`config.mk`:
```
export PLATFORM = sky130hd
export DESIGN_NAME = input_debouncer
export DESIGN_NICKNAME = d
export VERILOG_FILES = /design/src/rtl/input_debouncer.sv
export SDC_FILE = /design/constraint.sdc
export NUM_CORES = 1
export LEC_CHECK = 0
export ABC_AREA = 1
export CORE_MARGIN = 4
export CORE_UTILIZATION = 35
export CTS_BUF_LIST = sky130_fd_sc_hd__clkbuf_8
export CTS_CLUSTER_DIAMETER = 60
export DETAILED_ROUTE_END_ITERATION = 12
export HOLD_SLACK_MARGIN = 0.02
export MAX_ROUTING_LAYER = met4
export SLEW_MARGIN = 10
export SYNTH_ARGS = -nofsm -noshare
export SYNTH_HDL_FRONTEND = slang
export SYNTH_SLANG_ARGS = --single-unit
```
`constraint.sdc`:
```
create_clock -name clk_clk -period 1.8 [get_ports clk_clk]
set_input_delay 0.36 -clock clk_clk [delete_from_list [all_inputs] [get_ports clk_clk]]
set_output_delay 0.36 -clock clk_clk [all_outputs]
set_load 0.01 [all_outputs]
```
`src/rtl/input_debouncer.sv`:
```
// Button/switch front end: 2-flop sync, per-channel debounce, button press/release pulses.
// Optional auto-repeat pulses on held buttons when AUTOREPEAT_EN is defined.
module input_debouncer #(
   parameter int N_BTN           = 2,
   parameter int N_SW            = 10,
   parameter int DEBOUNCE_CYCLES = 1000000,
   parameter int BTN_ACTIVE_LOW  = 1,
   parameter int REPEAT_DELAY    = 25000000,
   parameter int REPEAT_RATE     = 5000000
) (
   input  logic             clk_clk,
   input  logic             reset_reset,
   input  logic [N_BTN-1:0] key_raw,
   input  logic [N_SW-1:0]  sw_raw,
   output logic [N_BTN-1:0] buttons_external_connection_export,
   output logic [N_SW-1:0]  switches_external_connection_export,
   output logic [N_BTN-1:0] btn_press,
   output logic [N_BTN-1:0] btn_release,
   output logic [N_BTN-1:0] btn_repeat
);

   localparam int N_CH = N_BTN + N_SW;
   localparam int CNT_W = $clog2(DEBOUNCE_CYCLES + 1);
   localparam logic [CNT_W-1:0] CNT_LAST = CNT_W'(DEBOUNCE_CYCLES - 1);
   localparam logic REL_LVL = (BTN_ACTIVE_LOW != 0) ? 1'b1 : 1'b0;
   // Buttons idle at their released level, switches idle low.
   localparam logic [N_CH-1:0] RST_LVL = {{N_SW{1'b0}}, {N_BTN{REL_LVL}}};

   if (DEBOUNCE_CYCLES < 2 || REPEAT_DELAY < 1 || REPEAT_RATE < 1) begin : g_bad_param
      $error("input_debouncer: illegal timing parameters");
   end

   logic [N_CH-1:0]  raw_s;
   logic [N_CH-1:0]  sync1_r;
   logic [N_CH-1:0]  sync2_r;
   logic [N_CH-1:0]  stable_r;
   logic [N_CH-1:0]  level_r;
   logic [CNT_W-1:0] cnt_r [N_CH];
   logic [N_BTN-1:0] press_evt_s;
   logic [N_BTN-1:0] release_evt_s;
   logic [N_BTN-1:0] press_r;
   logic [N_BTN-1:0] release_r;

   assign raw_s = {sw_raw, key_raw};

   // Edge detect between the debounced level and the exported level.
   always_comb begin
      press_evt_s   = {N_BTN{1'b0}};
      release_evt_s = {N_BTN{1'b0}};
      for (int i = 0; i < N_BTN; i++) begin
         press_evt_s[i]   = (stable_r[i] != level_r[i]) && (stable_r[i] != REL_LVL);
         release_evt_s[i] = (stable_r[i] != level_r[i]) && (stable_r[i] == REL_LVL);
      end
   end

   // Synchronizer, debounce counters, exported level and registered pulses.
   always_ff @(posedge clk_clk) begin
      if (reset_reset) begin
         sync1_r   <= RST_LVL;
         sync2_r   <= RST_LVL;
         stable_r  <= RST_LVL;
         level_r   <= RST_LVL;
         press_r   <= {N_BTN{1'b0}};
         release_r <= {N_BTN{1'b0}};
         for (int i = 0; i < N_CH; i++) begin
            cnt_r[i] <= {CNT_W{1'b0}};
         end
      end else begin
         sync1_r   <= raw_s;
         sync2_r   <= sync1_r;
         level_r   <= stable_r;
         press_r   <= press_evt_s;
         release_r <= release_evt_s;
         for (int i = 0; i < N_CH; i++) begin
            if (sync2_r[i] == stable_r[i]) begin
               cnt_r[i] <= {CNT_W{1'b0}};
            end else if (cnt_r[i] == CNT_LAST) begin
               stable_r[i] <= sync2_r[i];
               cnt_r[i]    <= {CNT_W{1'b0}};
            end else begin
               cnt_r[i] <= cnt_r[i] + CNT_W'(1'b1);
            end
         end
      end
   end

   assign buttons_external_connection_export  = level_r[N_BTN-1:0];
   assign switches_external_connection_export = level_r[N_CH-1:N_BTN];
   assign btn_press   = press_r;
   assign btn_release = release_r;

`ifdef AUTOREPEAT_EN
   localparam int RPT_MAX = (REPEAT_DELAY > REPEAT_RATE) ? REPEAT_DELAY : REPEAT_RATE;
   localparam int RPT_W = (RPT_MAX > 1) ? $clog2(RPT_MAX + 1) : 1;
   localparam logic [RPT_W-1:0] DELAY_LAST = RPT_W'(REPEAT_DELAY - 1);
   localparam logic [RPT_W-1:0] RATE_LAST  = RPT_W'(REPEAT_RATE - 1);

   typedef enum logic [1:0] {
      REL       = 2'd0,
      HOLD_WAIT = 2'd1,
      REPEAT    = 2'd2
   } rpt_state_e;

   rpt_state_e       state_r   [N_BTN];
   logic [RPT_W-1:0] rpt_cnt_r [N_BTN];
   logic [N_BTN-1:0] repeat_r;

   // Per-button auto-repeat FSM; a release always wins over a due repeat pulse.
   always_ff @(posedge clk_clk) begin
      if (reset_reset) begin
         repeat_r <= {N_BTN{1'b0}};
         for (int i = 0; i < N_BTN; i++) begin
            state_r[i]   <= REL;
            rpt_cnt_r[i] <= {RPT_W{1'b0}};
         end
      end else begin
         for (int i = 0; i < N_BTN; i++) begin
            repeat_r[i] <= 1'b0;
            if (release_evt_s[i]) begin
               state_r[i]   <= REL;
               rpt_cnt_r[i] <= {RPT_W{1'b0}};
            end else begin
               case (state_r[i])
                  REL: begin
                     if (press_evt_s[i]) begin
                        state_r[i]   <= HOLD_WAIT;
                        rpt_cnt_r[i] <= {RPT_W{1'b0}};
                     end else begin
                        rpt_cnt_r[i] <= {RPT_W{1'b0}};
                     end
                  end
                  HOLD_WAIT: begin
                     if (rpt_cnt_r[i] == DELAY_LAST) begin
                        state_r[i]   <= REPEAT;
                        rpt_cnt_r[i] <= {RPT_W{1'b0}};
                        repeat_r[i]  <= 1'b1;
                     end else begin
                        rpt_cnt_r[i] <= rpt_cnt_r[i] + RPT_W'(1'b1);
                     end
                  end
                  REPEAT: begin
                     if (rpt_cnt_r[i] == RATE_LAST) begin
                        rpt_cnt_r[i] <= {RPT_W{1'b0}};
                        repeat_r[i]  <= 1'b1;
                     end else begin
                        rpt_cnt_r[i] <= rpt_cnt_r[i] + RPT_W'(1'b1);
                     end
                  end
                  default: begin
                     state_r[i]   <= REL;
                     rpt_cnt_r[i] <= {RPT_W{1'b0}};
                  end
               endcase
            end
         end
      end
   end

   assign btn_repeat = repeat_r;
`else
   assign btn_repeat = {N_BTN{1'b0}};
`endif

endmodule

```
Word-level counts from Yosys, hierarchy flattened
Memories as Yosys holds them, arrays and structs flattened.
Cells that the tools add are included.

storage, ports and cells
  memories kept = 1
  flip-flop bits (word level) = 52
  input port bits = 14
  memory bits (writable) = 240
  logic and storage cells = 292

memories
  memory  depth  width  read ports  clocked after Yosys merged registers in  write ports  RTL line  RTL
  cnt_r   12     20     12          0                                        12           38        logic [CNT_W-1:0] cnt_r [N_CH];

cells by class
  bitwise logic cells = 50
  add/sub/neg operators = 12
  equality and inequality tests = 26
  reduce and logical (&&, ||, !) cells = 16
  muxes and demuxes = 170

operator list
  operator                                       number
  two-way mux 20 bit                             36
  adder 20 x 1 -> 20 bit, second input constant  12
  equality test 20 bit, second input constant    12
  two-way mux 1 bit                              134
  OR 1 bit                                       36
  AND reduction 2 bit                            12
  inverter 1 bit                                 14
  equality test 1 bit                            12
  logical AND 1 bit                              4
  inequality test 1 bit                          2

Depth between registers and ports, before layout
Gate-level depths: netlist of the first run.
An unclocked memory read counts as a cell.

  depth after elaboration = 8
  mapped depth = 9
  depth with buffers taken out = 9

Worst setup path before layout of the first run
OpenSTA, ideal clock, no wires.

  kind = reg2reg
  from = mem cnt_r[1][60] (netlist name)
  to = mem cnt_r[1][71] (netlist name) (data pin)
  required time = 1.545 ns
  setup slack = 0.133 ns
  cell stages (with the launch flop) = 8
  arrival = 1.412 ns
  library setup time = 0.255 ns
  clock period less this slack = 1.667 ns
  cell sequence = edfxtp_1 > ha_1 > nand3_2 > nor2_2 > nand3_2 > o21ai_4 > buf_12 > nor2_2

RTL lines
  item                RTL line
  start: declaration  38

==> results.toml, run 1 <==
[final_layout]
multiInputGateArea_um2 = 7994
nFillCells = 4570
final_cell_area_um2 = 19780
nets = 2439
postLayoutCoreUtil_pct = 43.39
drive_gt1_share_pct = 8.265
antenna_cells = 0
seq_area_um2 = 8248
area_growth_pct = 21.98

[timing]
slew_violations = 0
rsz0062_at_grt = "false"
max_freq_ghz = 0.5879
final.setup.tns_ps = 0
hold_violations = 0
final.period_utilization_pct = 94.50
setup_viol = 0
min_period_ps = 1701
whs_ps = 155.2
setup_slack_ps = 99.01
skew_ps = 17.21

[worst_hold_path]
min-delay-start = "reset_reset"
min_to = "level_r[1]"
hp-class = "input port to register"
whs_path_depth = 4

[global_routing]
top_usage_layer = "met2"
use_met1_pct = 17.20
antenna_found_initial = 0
grt_max_degree = 23
grt_pass1_vias = 12980
use_met2_pct = 22.14
globalRouteTotalUtil_pct = 13.59
grt_pass1_wl_um = 56940
use_met3_pct = 2.368
grt-ovfl-total = 0

[detailed_routing]
drtIter0Drc = 754
drt-wirelength-per-cell_um = 10.71
finalWirelength_um = 32730
final_antenna_net_count = 0
drc_errors = 0
dr_total_vias = 13400
vias_per_cell = 4.384
dr.pass1.iters = 5

[die]
rows = 78
fp.dieH_um = 223.2
ios = 32
die_w_um = 223.2
coreArea_um2 = 45580
die_area_um2 = 49830
initial_core_util_pct = 35.58

[yosys]
synth.most_common_cell = "nand2_1"
yosysSeqAreaShare_pct = 50.87
synthTopCellsByCount = "nand2_1 (531), nor2_1 (514), edfxtp_1 (240), inv_1 (196), nand3_1 (131)"
synthDominantCellAreaShare_pct = 44.45
synth_top_area_cell = "edfxtp_1"
syn_inst = 2052
synthArstFlopShare_pct = 0
synthFlopType = "edfxtp_1"
synthTopCellsByArea = "edfxtp_1 (44%), nand2_1 (12%), nor2_1 (12%)"
avgSynthCellArea_um2 = 7.902
synth_edf_count = 240
synthesis.area_um2 = 16210
yosys_warnings = 0
synth_cell_types = 31
ys_ff_latch = 292

[clocking]
cts_tree = "done"
clk-insertion-delay-late_ps = 610
clockBufferDepth = 3
cts_root_buf = "clkbuf_8"
cts_sinks = 292
path_clk_slew_ps = 60
htreeDepth = 2
numCtsBuffers = 54

[setup_path]
required_ps = 2160
r2r-start = "cnt_r[1][60]"
cpMaxStageDelayCell = "edfxtp_1"
cpPeakStageDelay_ps = 380
reg2reg_setup_slack_ps = 100
cp_common_cell = "nand3_2"
critPathMaxFanout = 6
start_kind = "register"
worstPathArrival_ps = 2060
criticalPathCategory = "register to register"
end_kind = "register"
cp_cell_sequence = "ha_1 > nand3_2 > nor2_2 > nand3_2 > o21ai_4 > buf_4 > buf_12 > a21oi_1"
r2r-end = "cnt_r[1][70]"
rr_worst_depth = 8

[placed_design]
portBuffers = 29
placed_cell_area_um2 = 18550
dp_hpwl_um = 23990
gp_congestion = 0.8799
place_ws_ps = 7.565

[power]
power.leakage_nw = 7.804
p_per_area_nw_per_um2 = 761.6
vdd_ir_drop_max_uv = 444.1

[flow_run]
cap_violations = 0

[status]
status = "completed"
[metal layers]
layer	vias up	routed length (um)	share of wire, %
li1	7124	-	-
met1	5987	15660	48
met2	219	15010	46
met3	67	1246	3.8
met4	0	811	2.5
met5	-	0	0
[worst max path at each step]
stage / from / to / slack, ps / cells past startpoint
after global placement: cnt_r[1][40] / cnt_r[1][55] / 40 / 8
after floorplan: cnt_r[1][60] / cnt_r[1][71] / 130 / 7
after detailed placement: cnt_r[1][41] / cnt_r[1][55] / 8 / 8
after CTS: cnt_r[1][60] / cnt_r[1][70] / 50 / 7
after global routing: cnt_r[1][60] / cnt_r[1][70] / 7 / 8
final: cnt_r[1][60] / cnt_r[1][70] / 100 / 8
[per-stage QoR]
step,instances,power (mW)
2_1_floorplan,2292,8.416
3_3_place_gp,2951,8.665
3_5_place_dp,2951,8.682
4_1_cts,3052,15.36
5_1_grt,3056,15.83
6_report,3056,15.06
[layout by cell type (no fill, tap or decap), drive strengths merged]
cell and n:
a21oi 96, a31oi 1, and2 2, buf 65
bufinv 3, clkbuf 65, clkdlybuf4s50 12, clkinv 16
conb 242, dfxtp 52, dlygate4sd2 16, edfxtp 240
ha 12, inv 212, nand2 532, nand3 134
nand3b 6, nand4 36, nor2 529, nor3 10
o21ai 27, o21bai 5, or2 32, xnor2 54
xor2 57
[registers in the layout, indices dropped and copies added, names as in the netlist]
| signal | cells |
|---|---|
| level_r | 12 |
| btn_release | 2 |
| sync2_r | 12 |
| sync1_r | 12 |
| btn_press | 2 |
| stable_r | 12 |
| cnt_r | 240 |
[final cells by class]
class | instances | area share, %
Tap cell | 600 | 3.796
Clock buffer | 64 | 4.454
Sequential cell | 292 | 41.70
Timing Repair Buffer | 94 | 4.738
Clock inverter | 35 | 1.170
Multi-Input combinational cell | 1775 | 40.42
Inverter | 196 | 3.720
[critical path, delay by kind of cell (launching register included)]
family / cells / cell delay, ps
AOI/OAI and AO/OA: 2 / 250
DFF: 1 / 380
buffers and inverters: 2 / 260
adders and majority gates: 1 / 190
and+or+nand+nor: 3 / 370
[repair_timing]
item                       4_1_cts  5_1_grt
pin swaps                        1        1
setup endpoints to repair       18      116
gates cloned                     0        1
hold buffers                     0        0
setup buffers                    2        3
gates resized for setup         16       12
[where the power goes]
part	switching [mW]	internal [mW]
clock network	2.83	3.66
logic	0.454	0.296
registers	0.251	7.57
total	3.53	11.5
[cells by family after synthesis]
group                      after synthesis  synth area share (%)
other                                    2               0.04632
adders and majority gates               12                0.9260
AOI/OAI and AO/OA                      129                 4.206
DFF                                    292                 50.87
xor gates and xnor gates               111                 5.996
buffers and inverters                  225                 5.633
and+or+nand+nor                       1281                 32.33
(Power assumes the default switching activity.)
==> inputs of run 2 (changes only) <==
--- a/config.mk
+++ b/config.mk
@@ -10,6 +10,7 @@
 export CORE_UTILIZATION = 35
 export CTS_BUF_LIST = sky130_fd_sc_hd__clkbuf_8
 export CTS_CLUSTER_DIAMETER = 60
+export CTS_CLUSTER_SIZE = 14
 export DETAILED_ROUTE_END_ITERATION = 12
 export HOLD_SLACK_MARGIN = 0.02
 export MAX_ROUTING_LAYER = met4
==> constraint.sdc (replaced) <==
create_clock -name clk_clk -period 2.1 [get_ports clk_clk]
set_input_delay 0.42 -clock clk_clk [delete_from_list [all_inputs] [get_ports clk_clk]]
set_output_delay 0.42 -clock clk_clk [all_outputs]
set_load 0.1 [all_outputs]
==> run 2 against run 1 <==
  * First-iteration DRC count grew 7.8%
  * Final area shrank 4.4%
  * Sequential power shrank 14%
  * Setup slack gained 130 ps
  * Clock power shrank 36%
  * Hold slack lost 53 ps
  * Largest cell class unchanged
==> results.toml, run 2 (synthesis results as in run 1) <==
[status]
status = "completed"

[detailed_routing]
dr_total_vias = 12990
drc_errors = 0
finalWirelength_um = 31420
dr.pass1.iters = 6
vias_per_cell = 4.376
drtIter0Drc = 813
final_antenna_net_count = 0
drt-wirelength-per-cell_um = 10.58

[timing]
final.setup.tns_ps = 0
rsz0062_at_grt = "false"
skew_ps = 15.43
slew_violations = 0
setup_slack_ps = 230.9
setup_viol = 0
hold_violations = 0
max_freq_ghz = 0.5350
min_period_ps = 1869
final.period_utilization_pct = 89.01

[final_layout]
final_common_cell = "nand2_1"
antenna_cells = 0
area_growth_pct = 16.62
drive_gt1_share_pct = 5.741
nets = 2370
seq_area_um2 = 8248
regMostFlops = "cnt_r"
multiInputGateArea_um2 = 7954
nFillCells = 4621
largest_register_ffs = 240
mostFrequentLayoutCells = "nand2_1 (531), nor2_1 (514), conb_1 (242), edfxtp_1 (240), inv_1 (201)"

[power]
power.internal_mw = 8.625
vdd_ir_drop_max_uv = 478.6
pwr-share-seq_pct = 58.5
power.leakage_nw = 7.249
power.net_switching_mw = 2.820
switching_share_pct = 24.64
p_per_area_nw_per_um2 = 605.3
clockPowerShare_pct = 36.2
p_comb_share_pct = 5.2

[flow_run]
cap_violations = 0

[placed_design]
dp_hpwl_um = 23390
portBuffers = 29
place_ws_ps = 240.8
gp_congestion = 0.8606

[setup_path]
start_kind = "register"
criticalPathCategory = "register to register"
cp-startpoint = "cnt_r[1][20]"
worstPathArrival_ps = 2270
critPathMaxFanout = 20
r2r-start = "cnt_r[1][20]"
required_ps = 2500
end_kind = "register"

[clocking]
numCtsBuffers = 31
postCtsSetupBuffers = 0
cts_sinks = 292
cts_root_buf = "clkbuf_8"
clk-insertion-delay-late_ps = 630
cts_tree = "done"
ctsHoldBuffers = 0
clockBufferDepth = 3
cts_resized = 0
path_clk_slew_ps = 90
htreeDepth = 1

[global_routing]
grt-ovfl-total = 0
grt_pass1_vias = 12410
antenna_found_initial = 0
use_met3_pct = 2.000
top_usage_layer = "met2"
use_met2_pct = 21.08
grt_pass1_wl_um = 55130
use_met1_pct = 17.17
globalRouteTotalUtil_pct = 12.95
grt_max_degree = 40

[worst_hold_path]
hp-class = "input port to register"
min-delay-start = "reset_reset"

[die]
ios = 32
initial_core_util_pct = 35.58
die_w_um = 223.2
fp.dieH_um = 223.2
die_area_um2 = 49830
coreArea_um2 = 45580
rows = 78
run 2: cell types whose count changed in the layout (fill, tap and decap cells not counted), sizes merged:
cell         delta
buf            -29
clkinvlp        +1
dlygate4sd2    -16
clkbuf         -31
clkinv          -7
inv             -5
run 2: critical path, cell delays in order, from the launching register on:
cell	delay (ps)
edfxtp_1	430
ha_1	260
nand3_1	170
inv_1	110
nand2_1	50
nor2_1	200
nand2_1	80
nand2_1	110
buf_12	160
nor2_1	60
run 2: area by class of cell:
type | instances | area share (%)
clock buffer | 34 | 2.475
inverter | 196 | 3.891
sequential | 292 | 43.62
multi-input combinational | 1775 | 42.06
timing repair buffer | 48 | 2.779
tap | 600 | 3.970
clock inverter | 24 | 1.204
run 2: stage by stage:
stage	area, um^2	power (mW)	instances	utilization (%)	hold WS [ps]
4_1_cts	18910	11.65	2969	41.49	52.24
3_5_place_dp	18210	7.424	2911	39.96	394.8
5_1_grt	18910	12.01	2969	41.49	96.97
2_1_floorplan	17120	7.228	2292	-	388.3
3_3_place_gp	18210	7.412	2911	39.96	393.3
6_report	18910	11.45	2969	41.49	102.0
run 2: final timing paths:
| check | to | slack, ps | cells past startpoint |
|---|---|---|---|
| max | cnt_r[1][36] | 230 | 9 |
| min | level_r[1] | 100 | 3 |
| max reg2reg | cnt_r[1][36] | 230 | 9 |
| min reg2reg | sync2_r[8] | 410 | 2 |
run 2: power groups by stage:
stage	combinational, mW	clock, mW	sequential [mW]
after detailed placement	0.590	0	6.83
after floorplan	0.462	0	6.77
after global placement	0.587	0	6.82
after CTS	0.594	4.35	6.70
after global routing	0.707	4.56	6.74
final	0.600	4.14	6.70
run 2: per-layer routing:
metal	up-vias	routed length, um
met1	5847	15470
met4	0	685
met2	159	14180
li1	6945	-
met5	-	0
met3	40	1085
==> inputs of run 3 (changes only) <==
--- a/config.mk
+++ b/config.mk
@@ -5,9 +5,8 @@
 export SDC_FILE = /design/constraint.sdc
 export NUM_CORES = 1
 export LEC_CHECK = 0
-export ABC_AREA = 1
 export CORE_MARGIN = 4
-export CORE_UTILIZATION = 35
+export CORE_UTILIZATION = 45
 export CTS_BUF_LIST = sky130_fd_sc_hd__clkbuf_8
 export CTS_CLUSTER_DIAMETER = 60
 export CTS_CLUSTER_SIZE = 14
==> run 3 against run 2 <==
  * The flow now finishes with violations (setup timing)
  * Hold slack better by 280 ps
  * Largest cell class unchanged
  * Via count is 14% lower
  * Flip-flop and latch count stayed put
  * Register-to-register slack worse by 390 ps
  * Utilization is 14 points higher
  * Final area is 3.8% lower
  * Non-clock buffer count is 94 higher
  * Routed wire length is 10% lower
  * First-iteration DRC count is 31% lower
  * Synthesized area is 8.2% lower
  * Combinational power is 5.8% higher
  * Total power is 0.20% lower
==> results.toml, run 3 <==
[timing]
max_freq_ghz = 0.4426
slew_violations = 0
rsz0062_at_grt = "true"
hold_violations = 0
skew_ps = 27.95
setup_slack_ps = -159.5
setup_viol = 59
final.period_utilization_pct = 107.6
min_period_ps = 2260

[power]
power.net_switching_mw = 2.732
clockPowerShare_pct = 36.0
power.leakage_nw = 6.377
vdd_ir_drop_max_uv = 465.9
p_comb_share_pct = 5.6
pwr-share-seq_pct = 58.4
power.internal_mw = 8.691
totalPowerFinal_mw = 11.42
p_per_area_nw_per_um2 = 628.0
switching_share_pct = 23.92

[setup_path]
reg2reg_setup_slack_ps = -160
end_kind = "register"
start_kind = "register"
endpoint = "cnt_r[1][28]"
criticalPathCategory = "register to register"
cp_cell_sequence = "or4b_4 > or4_4 > o211ai_1 > buf_4 > buf_8 > nor2_1"
rr_worst_depth = 6
cpMaxStageDelayCell = "or4b_4"
critPathMaxFanout = 7
cpPeakStageDelay_ps = 550
r2r-start = "cnt_r[1][33]"
required_ps = 2370
cp-startpoint = "cnt_r[1][33]"
worstPathArrival_ps = 2530
r2r-end = "cnt_r[1][28]"

[die]
die_w_um = 189.8
fp.dieH_um = 189.8
die_area_um2 = 36040
ios = 32
rows = 66
initial_core_util_pct = 45.73
coreArea_um2 = 32540

[final_layout]
regMostFlops = "cnt_r"
postLayoutCoreUtil_pct = 55.90
final_cell_area_um2 = 18190
final_common_cell = "conb_1"
antenna_cells = 0
nets = 1812
largest_register_ffs = 240
mostFrequentLayoutCells = "conb_1 (242), edfxtp_1 (240), nor2_1 (151), buf_4 (118), nand3_1 (90)"
nFillCells = 2980
drive_gt1_share_pct = 14.08
area_growth_pct = 22.25
instances_no_fill = 2253

[clocking]
numCtsBuffers = 34
cts_tree = "done"
cts_sinks = 292
ctsHoldBuffers = 0
path_clk_slew_ps = 80
clk-insertion-delay-late_ps = 530
cts_root_buf = "clkbuf_8"
clockBufferDepth = 3
htreeDepth = 2

[yosys]
avgSynthCellArea_um2 = 10.49
synth_cell_types = 49
ys_ff_latch = 292
yosysSeqAreaShare_pct = 55.44
yosys_warnings = 0
synthTopCellsByCount = "edfxtp_1 (240), nor2_1 (173), nand3_1 (90), a21oi_1 (85), xor2_1 (76)"
synthDominantCellAreaShare_pct = 48.44
synth.most_common_cell = "edfxtp_1"
synth_edf_count = 240
synthTopCellsByArea = "edfxtp_1 (48%), dfxtp_1 (7.0%), xor2_1 (4.5%)"
synthFlopType = "edfxtp_1"
synthArstFlopShare_pct = 0
synthesis.area_um2 = 14880
synth_top_area_cell = "edfxtp_1"
syn_inst = 1418

[worst_hold_path]
hp-class = "input port to register"
min-delay-start = "reset_reset"

[detailed_routing]
vias_per_cell = 4.941
drtIter0Drc = 561
dr.pass1.iters = 5
drt-wirelength-per-cell_um = 12.56
drc_errors = 0
final_antenna_net_count = 0
finalWirelength_um = 28290
dr_total_vias = 11130

[global_routing]
grt_max_degree = 26
globalRouteTotalUtil_pct = 15.83
grt_pass1_vias = 10510
antenna_found_initial = 0
grt-ovfl-total = 0
grt_pass1_wl_um = 47520

[flow_run]
cap_violations = 0

[status]
status = "complete, but fails checks"
violations = "setup timing"

[placed_design]
place_inst = 2174
portBuffers = 29
dp_hpwl_um = 19430
placed_cell_area_um2 = 17090
gp_congestion = 0.7994
## run 3: cell count changes after synthesis, moves of 32 or more
cell	before	now
inv_1	196	46
nand2_1	531	75
nand3_1	131	90
nor2_1	514	173
nor2b_1	0	32
o21ai_0	25	58
or3_1	0	57
or4_1	0	36
## run 3: metrics by stage
stage	setup WS [ps]	hold slack, ps	TNS, ps
after global placement	-124.3	392.4	-3855
after global routing	-224.7	361.4	-10450
after detailed placement	-161.0	398.9	-5921
final	-159.5	382.7	-7312
after CTS	-161.3	344.3	-6118
after floorplan	-42.71	389.5	-1013
## run 3: critical path, delay by kind of cell, from the launching register on
family / cells / cell delay (ps)
compound gates: 1 / 220
buf+inv: 2 / 290
flops: 1 / 400
simple gates: 3 / 1100
## run 3: timing repair
| action | in CTS | in global routing |
|---|---|---|
| cloned | 2 | 2 |
| buffers inserted | 7 | 7 |
| setup endpoints to repair | 75 | 126 |
| pin swaps | 17 | 17 |
| resized for setup | 27 | 50 |
## run 3: area by class of cell
class	instances	area [um^2]	share of cell area [%]
timing repair buffer	142	1150	6.322
clock inverter	24	195.2	1.073
clock buffer	37	509.2	2.800
inverter	47	176.4	0.9699
multi-input combinational	1269	7357	40.45
tap	442	553.0	3.041
sequential	292	8248	45.35
## run 3: worst min-delay path by stage
stage | cells past startpoint | to
3_5_place_dp | 1 | sync2_r[0]
3_3_place_gp | 1 | sync2_r[0]
5_1_grt | 3 | sync1_r[4]
6_report | 3 | sync1_r[3]
4_1_cts | 3 | sync1_r[4]
2_1_floorplan | 1 | sync2_r[0]
## run 3: power by group through the flow
stage	clock, mW	sequential (mW)	combinational (mW)
floorplan	0	6.76	0.395
global placement	0	6.79	0.577
detailed placement	0	6.80	0.583
CTS	4.32	6.67	0.605
global route	4.57	6.71	0.725
finish	4.12	6.67	0.635
## run 3: routing by layer
metal / vias up / part of all wire (%) / track usage (%)
met1: 5209 / 49 / 21.68
met5: - / 0 / -
met2: 119 / 46 / 24.62
met3: 51 / 3.1 / 2.569
met4: 0 / 2.2 / 4.563
li1: 5753 / - / -
## run 3: kinds of logic after synthesis
logic type                 after synthesis  share of synthesized area, %
xor gates and xnor gates               149                         8.771
buffers and inverters                   97                         2.691
DFF                                    292                         55.44
muxes                                    2                        0.1346
adders and majority gates               12                         1.009
and+or+nand+nor                        671                         24.58
AOI/OAI and AO/OA                      193                         7.325
other                                    2                       0.05048
